$ cat config.mk
export PLATFORM = sky130hd
export DESIGN_NAME = spi_burst_slave
export DESIGN_NICKNAME = d
export VERILOG_FILES = /design/src/rtl/spi_burst_slave_pkg.sv /design/src/rtl/spi_burst_slave_sync_edge.sv /design/src/rtl/spi_burst_slave.sv
export SDC_FILE = /design/constraint.sdc
export NUM_CORES = 1
export LEC_CHECK = 0
export CAP_MARGIN = 30
export CORE_MARGIN = 5
export CORE_UTILIZATION = 40
export CTS_CLUSTER_DIAMETER = 120
export CTS_CLUSTER_SIZE = 25
export DETAILED_ROUTE_END_ITERATION = 16
export PLACE_DENSITY = 0.81
export SETUP_SLACK_MARGIN = 0.5
export SLEW_MARGIN = 5
export SYNTH_ARGS = -nofsm -noshare
export SYNTH_HDL_FRONTEND = slang
export SYNTH_SLANG_ARGS = --single-unit
$ cat constraint.sdc
create_clock -name clk -period 2.3 [get_ports clk]
set_input_delay 0.46 -clock clk [delete_from_list [all_inputs] [get_ports clk]]
set_output_delay 0.46 -clock clk [all_outputs]
set_load 0.005 [all_outputs]
$ cat src/rtl/spi_burst_slave_pkg.sv
// Shared definitions for the SPI burst register slave: FSM encoding,
// command-byte layout and the value returned for unmapped reads.
package spi_burst_slave_pkg;

  typedef enum logic [1:0] {
    ST_IDLE = 2'd0,
    ST_CMD  = 2'd1,
    ST_WR   = 2'd2,
    ST_RD   = 2'd3
  } state_t;

  localparam int          CMD_WR_BIT = 7;
  localparam logic [7:0]  RD_INVALID = 8'hFF;

endpackage

$ cat src/rtl/spi_burst_slave_sync_edge.sv
// Two-flop synchroniser for one asynchronous SPI pin, with a third flop
// holding the previous synchronised level for rise/fall detection.
module spi_sync_edge #(
  parameter logic IDLE_LVL = 1'b0
) (
  input  logic clk,
  input  logic rst_n,
  input  logic din,
  output logic dout,
  output logic rise,
  output logic fall
);

  logic sync_p0;
  logic sync_p1;
  logic prev_p2;

  always_ff @(posedge clk) begin
    if (!rst_n) begin
      sync_p0 <= IDLE_LVL;
      sync_p1 <= IDLE_LVL;
      prev_p2 <= IDLE_LVL;
    end else begin
      sync_p0 <= din;
      sync_p1 <= sync_p0;
      prev_p2 <= sync_p1;
    end
  end

  assign dout = sync_p1;
  assign rise = sync_p1 & ~prev_p2;
  assign fall = ~sync_p1 & prev_p2;

endmodule

$ cat src/rtl/spi_burst_slave.sv
// SPI slave giving burst read/write access to a byte register image, with
// auto-incrementing address and prefetched read data.
module spi_burst_slave
  import spi_burst_slave_pkg::*;
#(
  parameter int RW_REG_COUNT = 23,
  parameter int RO_REG_COUNT = 1,
  parameter int CPOL         = 0,
  parameter int CPHA         = 0,
  parameter int AW           = 7
) (
  input  logic                      clk,
  input  logic                      rst_n,
  input  logic                      spi_cs_n,
  input  logic                      spi_clk,
  input  logic                      spi_mosi,
  output logic                      spi_miso,
  input  logic [RW_REG_COUNT*8-1:0] rw_data,
  input  logic [RO_REG_COUNT*8-1:0] ro_data,
  output logic [AW-1:0]             wr_addr,
  output logic [7:0]                wr_data,
  output logic                      wr_strobe,
  output logic                      busy
);

  localparam int            TOTAL     = RW_REG_COUNT + RO_REG_COUNT;
  localparam logic [AW-1:0] LAST_ADDR = AW'(TOTAL - 1);
  localparam logic [AW:0]   RW_END    = (AW+1)'(RW_REG_COUNT);
  localparam logic          SCLK_IDLE = (CPOL != 0);

  logic cs_s, cs_rise, cs_fall;
  logic sclk_s, sclk_rise, sclk_fall;
  logic mosi_s, mosi_rise, mosi_fall;
  logic unused_edges;

  spi_sync_edge #(.IDLE_LVL(1'b1)) u_sync_cs (
    .clk  (clk),
    .rst_n(rst_n),
    .din  (spi_cs_n),
    .dout (cs_s),
    .rise (cs_rise),
    .fall (cs_fall)
  );

  spi_sync_edge #(.IDLE_LVL(SCLK_IDLE)) u_sync_sclk (
    .clk  (clk),
    .rst_n(rst_n),
    .din  (spi_clk),
    .dout (sclk_s),
    .rise (sclk_rise),
    .fall (sclk_fall)
  );

  spi_sync_edge #(.IDLE_LVL(1'b0)) u_sync_mosi (
    .clk  (clk),
    .rst_n(rst_n),
    .din  (spi_mosi),
    .dout (mosi_s),
    .rise (mosi_rise),
    .fall (mosi_fall)
  );

  assign unused_edges = ^{cs_rise, sclk_s, mosi_rise, mosi_fall};

  logic lead_edge, trail_edge, sample_edge, shift_edge;

  assign lead_edge   = (CPOL != 0) ? sclk_fall : sclk_rise;
  assign trail_edge  = (CPOL != 0) ? sclk_rise : sclk_fall;
  assign sample_edge = (CPHA != 0) ? trail_edge : lead_edge;
  assign shift_edge  = (CPHA != 0) ? lead_edge  : trail_edge;

  state_t        state_q, state_d;
  logic [2:0]    bit_cnt_q, bit_cnt_d;
  logic [AW-1:0] addr_q, addr_d;
  logic [7:0]    rx_q, rx_d;
  logic [7:0]    tx_q, tx_d;
  logic          miso_q, miso_d;
  logic          wr_strobe_q, wr_strobe_d;
  logic [AW-1:0] wr_addr_q, wr_addr_d;
  logic [7:0]    wr_data_q, wr_data_d;
  logic [1:0]    settle_q, settle_d;

  logic [7:0]    rx_next;
  logic [AW-1:0] addr_inc;
  logic [AW-1:0] rd_addr;
  logic [7:0]    rd_val;

  assign rx_next  = {rx_q[6:0], mosi_s};
  assign addr_inc = (addr_q == LAST_ADDR) ? '0 : addr_q + AW'(1);
  // At the end of the command byte the address is still in the shifter.
  assign rd_addr  = (state_q == ST_CMD) ? rx_next[AW-1:0] : addr_inc;

  always_comb begin
    rd_val = RD_INVALID;
    for (int i = 0; i < RW_REG_COUNT; i++) begin
      if (rd_addr == AW'(i)) rd_val = rw_data[i*8 +: 8];
    end
    for (int i = 0; i < RO_REG_COUNT; i++) begin
      if (rd_addr == AW'(RW_REG_COUNT + i)) rd_val = ro_data[i*8 +: 8];
    end
  end

  always_ff @(posedge clk) begin
    if (!rst_n) begin
      state_q     <= ST_IDLE;
      bit_cnt_q   <= '0;
      addr_q      <= '0;
      rx_q        <= '0;
      tx_q        <= '0;
      miso_q      <= 1'b0;
      wr_strobe_q <= 1'b0;
      wr_addr_q   <= '0;
      wr_data_q   <= '0;
      settle_q    <= '0;
    end else begin
      state_q     <= state_d;
      bit_cnt_q   <= bit_cnt_d;
      addr_q      <= addr_d;
      rx_q        <= rx_d;
      tx_q        <= tx_d;
      miso_q      <= miso_d;
      wr_strobe_q <= wr_strobe_d;
      wr_addr_q   <= wr_addr_d;
      wr_data_q   <= wr_data_d;
      settle_q    <= settle_d;
    end
  end

  always_comb begin
    state_d     = state_q;
    bit_cnt_d   = bit_cnt_q;
    addr_d      = addr_q;
    rx_d        = rx_q;
    tx_d        = tx_q;
    miso_d      = miso_q;
    wr_strobe_d = 1'b0;
    wr_addr_d   = wr_addr_q;
    wr_data_d   = wr_data_q;
    // Synchronisers are preloaded idle after reset; an edge seen before they
    // have flushed is an artefact, not a real chip-select assertion.
    settle_d    = (settle_q == 2'd3) ? settle_q : settle_q + 2'd1;

    if (cs_s) begin
      state_d   = ST_IDLE;
      bit_cnt_d = '0;
    end else begin
      unique case (state_q)
        ST_IDLE: begin
          if (cs_fall && settle_q == 2'd3) begin
            state_d   = ST_CMD;
            bit_cnt_d = '0;
          end
        end
        ST_CMD: begin
          if (sample_edge) begin
            rx_d      = rx_next;
            bit_cnt_d = bit_cnt_q + 3'd1;
            if (bit_cnt_q == 3'd7) begin
              addr_d = rx_next[AW-1:0];
              if (rx_next[CMD_WR_BIT]) begin
                state_d = ST_WR;
              end else begin
                state_d = ST_RD;
                tx_d    = rd_val;
              end
            end
          end
        end
        ST_WR: begin
          if (sample_edge) begin
            rx_d      = rx_next;
            bit_cnt_d = bit_cnt_q + 3'd1;
            if (bit_cnt_q == 3'd7) begin
              if ({1'b0, addr_q} < RW_END) begin
                wr_strobe_d = 1'b1;
                wr_addr_d   = addr_q;
                wr_data_d   = rx_next;
              end
              addr_d = addr_inc;
            end
          end
        end
        ST_RD: begin
          if (shift_edge) begin
            miso_d = tx_q[7];
            tx_d   = {tx_q[6:0], 1'b0};
          end
          if (sample_edge) begin
            bit_cnt_d = bit_cnt_q + 3'd1;
            if (bit_cnt_q == 3'd7) begin
              addr_d = addr_inc;
              tx_d   = rd_val;
            end
          end
        end
        default: state_d = ST_IDLE;
      endcase
    end
  end

  assign spi_miso  = miso_q;
  assign wr_strobe = wr_strobe_q;
  assign wr_addr   = wr_addr_q;
  assign wr_data   = wr_data_q;
  assign busy      = (state_q != ST_IDLE);

endmodule

-- After elaboration in Yosys (flattened, before gate mapping)
Index checks and enable logic that the tools add are counted.
- memories kept: 0
- input port bits: 197
- bits in registers: 54
- bits in writable memories: 0
- bits in latches: 0
- bits in read-only memories: 0
- shift operators: 0
- divide/modulo/power cells: 0
- equal/unequal tests: 36
- bitwise logic cells: 10
- $mul: 0
- reduce and logical (&&, ||, !) cells: 19
- $lt $le $gt $ge: 1
- muxes and demuxes: 47
- add/sub/neg operators: 3
- operator list (cell ; number):
    $mux 8 ; 30
    $eq 7x5->1 const B ; 9
    $eq 7x4->1 const B ; 8
    $mux 7 ; 6
    $eq 7x3->1 const B ; 4
    $pmux 8 s2 ; 1
    $eq 7x2->1 const B ; 2
    $pmux 7 s2 ; 1
    $reduce_and 5->1 ; 2
    $ne 2x1->1 const B ; 4
    $reduce_bool 2->1 ; 4
    $add 7x1->7 const B ; 1
    $eq 7x1->1 const B ; 1
    $logic_not 7->1 ; 1
    $lt 7x5->1 const B ; 1
    $not 1->1 ; 7
    $eq 2x2->1 const B ; 3
    $mux 2 ; 3
    $mux 3 ; 2
    $ne 2x2->1 const B ; 3
    $pmux 3 s2 ; 1
    $reduce_and 3->1 ; 2
    $reduce_and 6->1 ; 1
    $reduce_or 2->1 ; 3
    other kinds (13) ; 16

-- Longest topological paths before layout
- depth after elaboration: 32
- gate-level depth with buffers: 14
- mapped depth without buffers: 10

-- Cells and area by module
From an unflattened synthesis, not the netlist that was laid out.
- cells, all modules: 676
- area total of the unflattened synthesis: 4859.7 µm²
- by module, submodules not included (module ; area each (µm²) ; cells each ; instances):
    spi_burst_slave ; 4585.6 ; 652 ; 1
    spi_sync_edge ; 91.3 ; 8 ; 3

-- Worst setup path before layout
No wires, ideal clock.
- path type: flip-flop to flip-flop
- start point: register state_q[1]
- end point: register tx_q[3]
- cell stages (with the launch flop): 13
- data required time: 2.176 ns
- setup slack: -0.245 ns
- library setup time: 0.124 ns
- data arrival time: 2.421 ns
- path through: dfxtp_1 inv_1 ha_1 buf_4 nor2_2 a21boi_2 nor2_2 buf_2 buf_2 a211oi_1 a31oi_1 o31ai_1 nand3_1
- word-level cells in the longest chain between the ends: 31
- elaborated cells between the ends (all ways): 62
- those cells by class: eq/ne (28); mux (31); reduce/logical (3)
- ends and longest elaborated chain (element ; line ; source):
    start, declared ; spi_burst_slave.sv:72 ; state_t state_q, state_d;
    start signal, assigned ; spi_burst_slave.sv:116 ; state_q <= state_d;
    $eq 2x1->1 ; spi_burst_slave.sv:91, spi_burst_slave.sv:147 ;
    $mux 7 ; spi_burst_slave.sv:91 ; assign rd_addr = (state_q == ST_CMD) ? rx_next[AW-1:0] : addr_inc;
    $logic_not 7->1 ; spi_burst_slave.sv:96 ; if (rd_addr == AW'(i)) rd_val = rw_data[i*8 +: 8];
    $mux 8 (23 in series) ; spi_burst_slave.sv:96 ;
    $mux 8 ; spi_burst_slave.sv:99 ; if (rd_addr == AW'(RW_REG_COUNT + i)) rd_val = ro_data[i*8 +: 8];
    $mux 8 ; spi_burst_slave.sv:160 ; if (rx_next[CMD_WR_BIT]) begin
    $mux 8 ; spi_burst_slave.sv:158 ; if (bit_cnt_q == 3'd7) begin
    $mux 8 ; spi_burst_slave.sv:155 ; if (sample_edge) begin
    $pmux 8 s2 ; spi_burst_slave.sv:147 ; unique case (state_q)
    end signal, assigned ; spi_burst_slave.sv:120 ; tx_q <= tx_d;
    end, declared ; spi_burst_slave.sv:76 ; logic [7:0] tx_q, tx_d;
Parallel ways exist; a longest one is shown, timed or not. The select of a mux whose other input is x is not followed.
A chain may end at the register's enable or synchronous reset.

-- Final worst setup path
- start point: register addr_q[3]
- end point: register tx_q[1]
- word-level cells in the longest chain between the ends: 32
- elaborated cells between the ends (all ways): 58
- those cells by class: add/sub (1); eq/ne (24); mux (32); reduce/logical (1)
- ends and longest elaborated chain (element ; line ; source):
    start, declared ; spi_burst_slave.sv:74 ; logic [AW-1:0] addr_q, addr_d;
    start signal, assigned ; spi_burst_slave.sv:118 ; addr_q <= addr_d;
    $add 7x1->7 or $eq 7x5->1 (tied branches) ; spi_burst_slave.sv:89 ; assign addr_inc = (addr_q == LAST_ADDR) ? '0 : addr_q + AW'(1);
    $mux 7 * ; spi_burst_slave.sv:89 ;
    $mux 7 * ; spi_burst_slave.sv:91 ;
    $logic_not 7->1 ; spi_burst_slave.sv:96 ;
    $mux 8 (23 in series) ; spi_burst_slave.sv:96 ;
    $mux 8 * ; spi_burst_slave.sv:99 ;
    $mux 8 ; spi_burst_slave.sv:160 ;
    $mux 8 ; spi_burst_slave.sv:158 ;
    $mux 8 ; spi_burst_slave.sv:155 ;
    $pmux 8 s2 * ; spi_burst_slave.sv:147 ;
Every way passes the cells marked *; elsewhere a longest branch is shown, timed or not. The select of a mux whose other input is x is not followed.

==> metrics.cfg <==
[route]
num_vias=7410
wl_per_cell_um=22.0
drtIter0Drc=942
dr.pass1.iters=8
ant_nets=0
drcViolationCount=0
routed_via_density=6.15
drt-total-wl_um=26500

[timing]
hold_viol_final=0
max_freq_ghz=0.386
slew_headroom_pct=72.7
holdWs_ps=442
fin_ws_ps=-293
setup_viol=8
timing.final.crit_share_pct=113
finClkSkew_ps=5.51
tns_ps=-1910
slew_violations=0
finalCriticalPeriod_ps=2590
tightest_slew_ps=409
rsz0062_at_grt=true

[run]
drv_cap=0

[synthesis]
synth-edff-count=0
syn_inst=682
synth_cell_type_count=86
synth_flop_cell=dfxtp_1
syn_area_um2=5020
ys_warn_count=0
syn_nets=888
synthTopCellsByArea=dfxtp_1, a21oi_1, mux2i_1
yosysTopAreaCell=dfxtp_1
synth_top_area_share_pct=21.5
synth.most_common_cell=nor2_1
yosys_register_bits=54
syn_area_per_cell_um2=7.36
netlist_top_cells_count=nor2_1, nand2_1, a21oi_1
ys_async_sr_fraction_pct=0
synth_seq_area_share_pct=21.5

[worst_setup_path]
crit_chain=or4b_4, buf_6, o32a_1, o21a_4, a21oi_4, o21ai_1, o2111a_1, o211ai_1, a31oi_1
crit_type=reg2reg
arrival_ps=2750
cp-end-kind=flop
startpoint_type=flop
cp.required_ps=2460
crit_buf_inv=1
path_delay_family=compound AO/OA/AOI/OAI gates
crit_slowest_cell=or4b_4
crit_fanout=8
worst_path_largest_cell_delay_ps=560

[place]
dp_hpwl_um=19000
port_buffers=214
routabilityCongestion=1.04
place_inst=1170
place_area_um2=8470

[floorplanning]
die_h_um=122
die_w_um=122
start_util_pct=40.3
ios=215
die-area_um2=14900
rows=41
fp.coreArea_um2=12500

[cts]
cts_max_level=2
clk_latency_ps=290
clock-root-buffer=clkbuf_16
cts_buffer_depth=2
clkTransAtPathRegs_ps=80
cts-buffers-inserted=5
cts_sinks=54
cts_tree=built

[pwr]
ir_drop_mv=0.367
p_leak_nw=3.58
powerDensity_nw_per_um2=248

[grt]
grt_pass1_wl_um=38700
grt_remaining_overflow=0
grtUsageTotal_pct=32.7
grt_max_degree=31
grt_pass1_vias=7323
grt_antenna_before_repair=1

[layout]
num_antenna_cells=0
n_fill_cell=861
fin_nets=1238
final_core_util_pct=76.1
area.growth.synth_to_final_pct=89.1
drive_gt1_share_pct=31.4
final_cells=1205
final_area_um2=9490

[status]
violations=negative setup slack
outcome=finished, violations left

[hold_path]
min-delay-path-class=reg2reg

## per-layer routing
layer	vias to the layer above	GRT usage, %	share of wire (%)
met2	566	53.2	46
met4	2	11.3	4.6
met3	132	9.84	12
li1	3280	-	-
met5	-	0	0.053
met1	3430	41.2	37
## per-stage QoR
stage                     power [mW]  setup slack (ps)
after global placement          1.47              -369
after floorplan                 1.07             -50.5
after CTS                       2.32              -199
after detailed placement        1.47              -441
after global routing            2.41              -433
final                           2.35              -293
## cell usage in the layout (no fill, tap or decap), types with 5 or more instances in the layout
master,count
clkdlybuf4s50_1,213
o21ai_0,25
nor2_1,72
o31ai_1,5
nor3_1,15
mux2i_1,30
a211oi_1,10
o21ai_2,9
a21oi_1,53
a21oi_2,15
o211ai_1,8
and3_1,11
a211oi_2,9
o221ai_1,7
nand2_1,68
buf_4,153
dfxtp_1,46
nor3_2,6
o22ai_1,6
nand3_1,17
a22oi_1,5
o21ai_1,9
nand2b_1,8
nor2_4,5
a31oi_1,13
ha_4,8
buf_12,8
clkbuf_16,6
buf_6,22
and2_1,11
dfxtp_2,7
## final timing paths
check	start	slack (ps)	cells after the start	end
setup / recovery	addr_q[3]	-290	9	tx_q[1]
hold / removal	u_sync_cs.sync_p0	440	1	u_sync_cs.dout
setup reg to reg	addr_q[3]	-290	9	tx_q[1]
hold reg to reg	u_sync_cs.sync_p0	440	1	u_sync_cs.dout
## report_power, final
part	total [mW]	switching [mW]	internal, mW
sequential	0.956	0.00996	0.946
combinational	0.513	0.158	0.354
clock	0.881	0.366	0.516
total	2.35	0.534	1.82
## layout make-up
class / count / area [µm²] / area share, %
clock buffers: 6 / 129 / 1.36
well taps: 172 / 215 / 2.27
flip-flops and latches: 54 / 1090 / 11.5
inverters: 6 / 27.5 / 0.290
clock inverters: 2 / 37.5 / 0.396
repair buffers: 399 / 3750 / 39.5
multi-input cells: 566 / 4230 / 44.6
## logic make-up (layout without fill, tap and decap cells)
group / Yosys count / in the layout / synth area share (%)
simple gates: 266 / 266 / 26.3
mux: 39 / 39 / 8.65
compound gates: 248 / 248 / 34.2
buf+inv: 62 / 413 / 6.36
fa+ha+maj: 9 / 9 / 2.24
xor+xnor: 4 / 4 / 0.698
flops: 54 / 54 / 21.5
## flip-flops by register name (all words and copies together), names as in the netlist, 2 cells and up
name and cells:
state_q 2, settle_q 2, addr_q 7, tx_q 8, wr_addr 7, wr_data 8, rx_q 7, bit_cnt_q 3
## timing repair
item                       in CTS  in global routing
hold buffers                    0                  0
gates cloned                    2                  1
resized for setup              81                 65
setup buffers                   7                 17
pin swaps                      10                 22
setup endpoints to repair      28                 30
(Power assumes the default switching activity.)
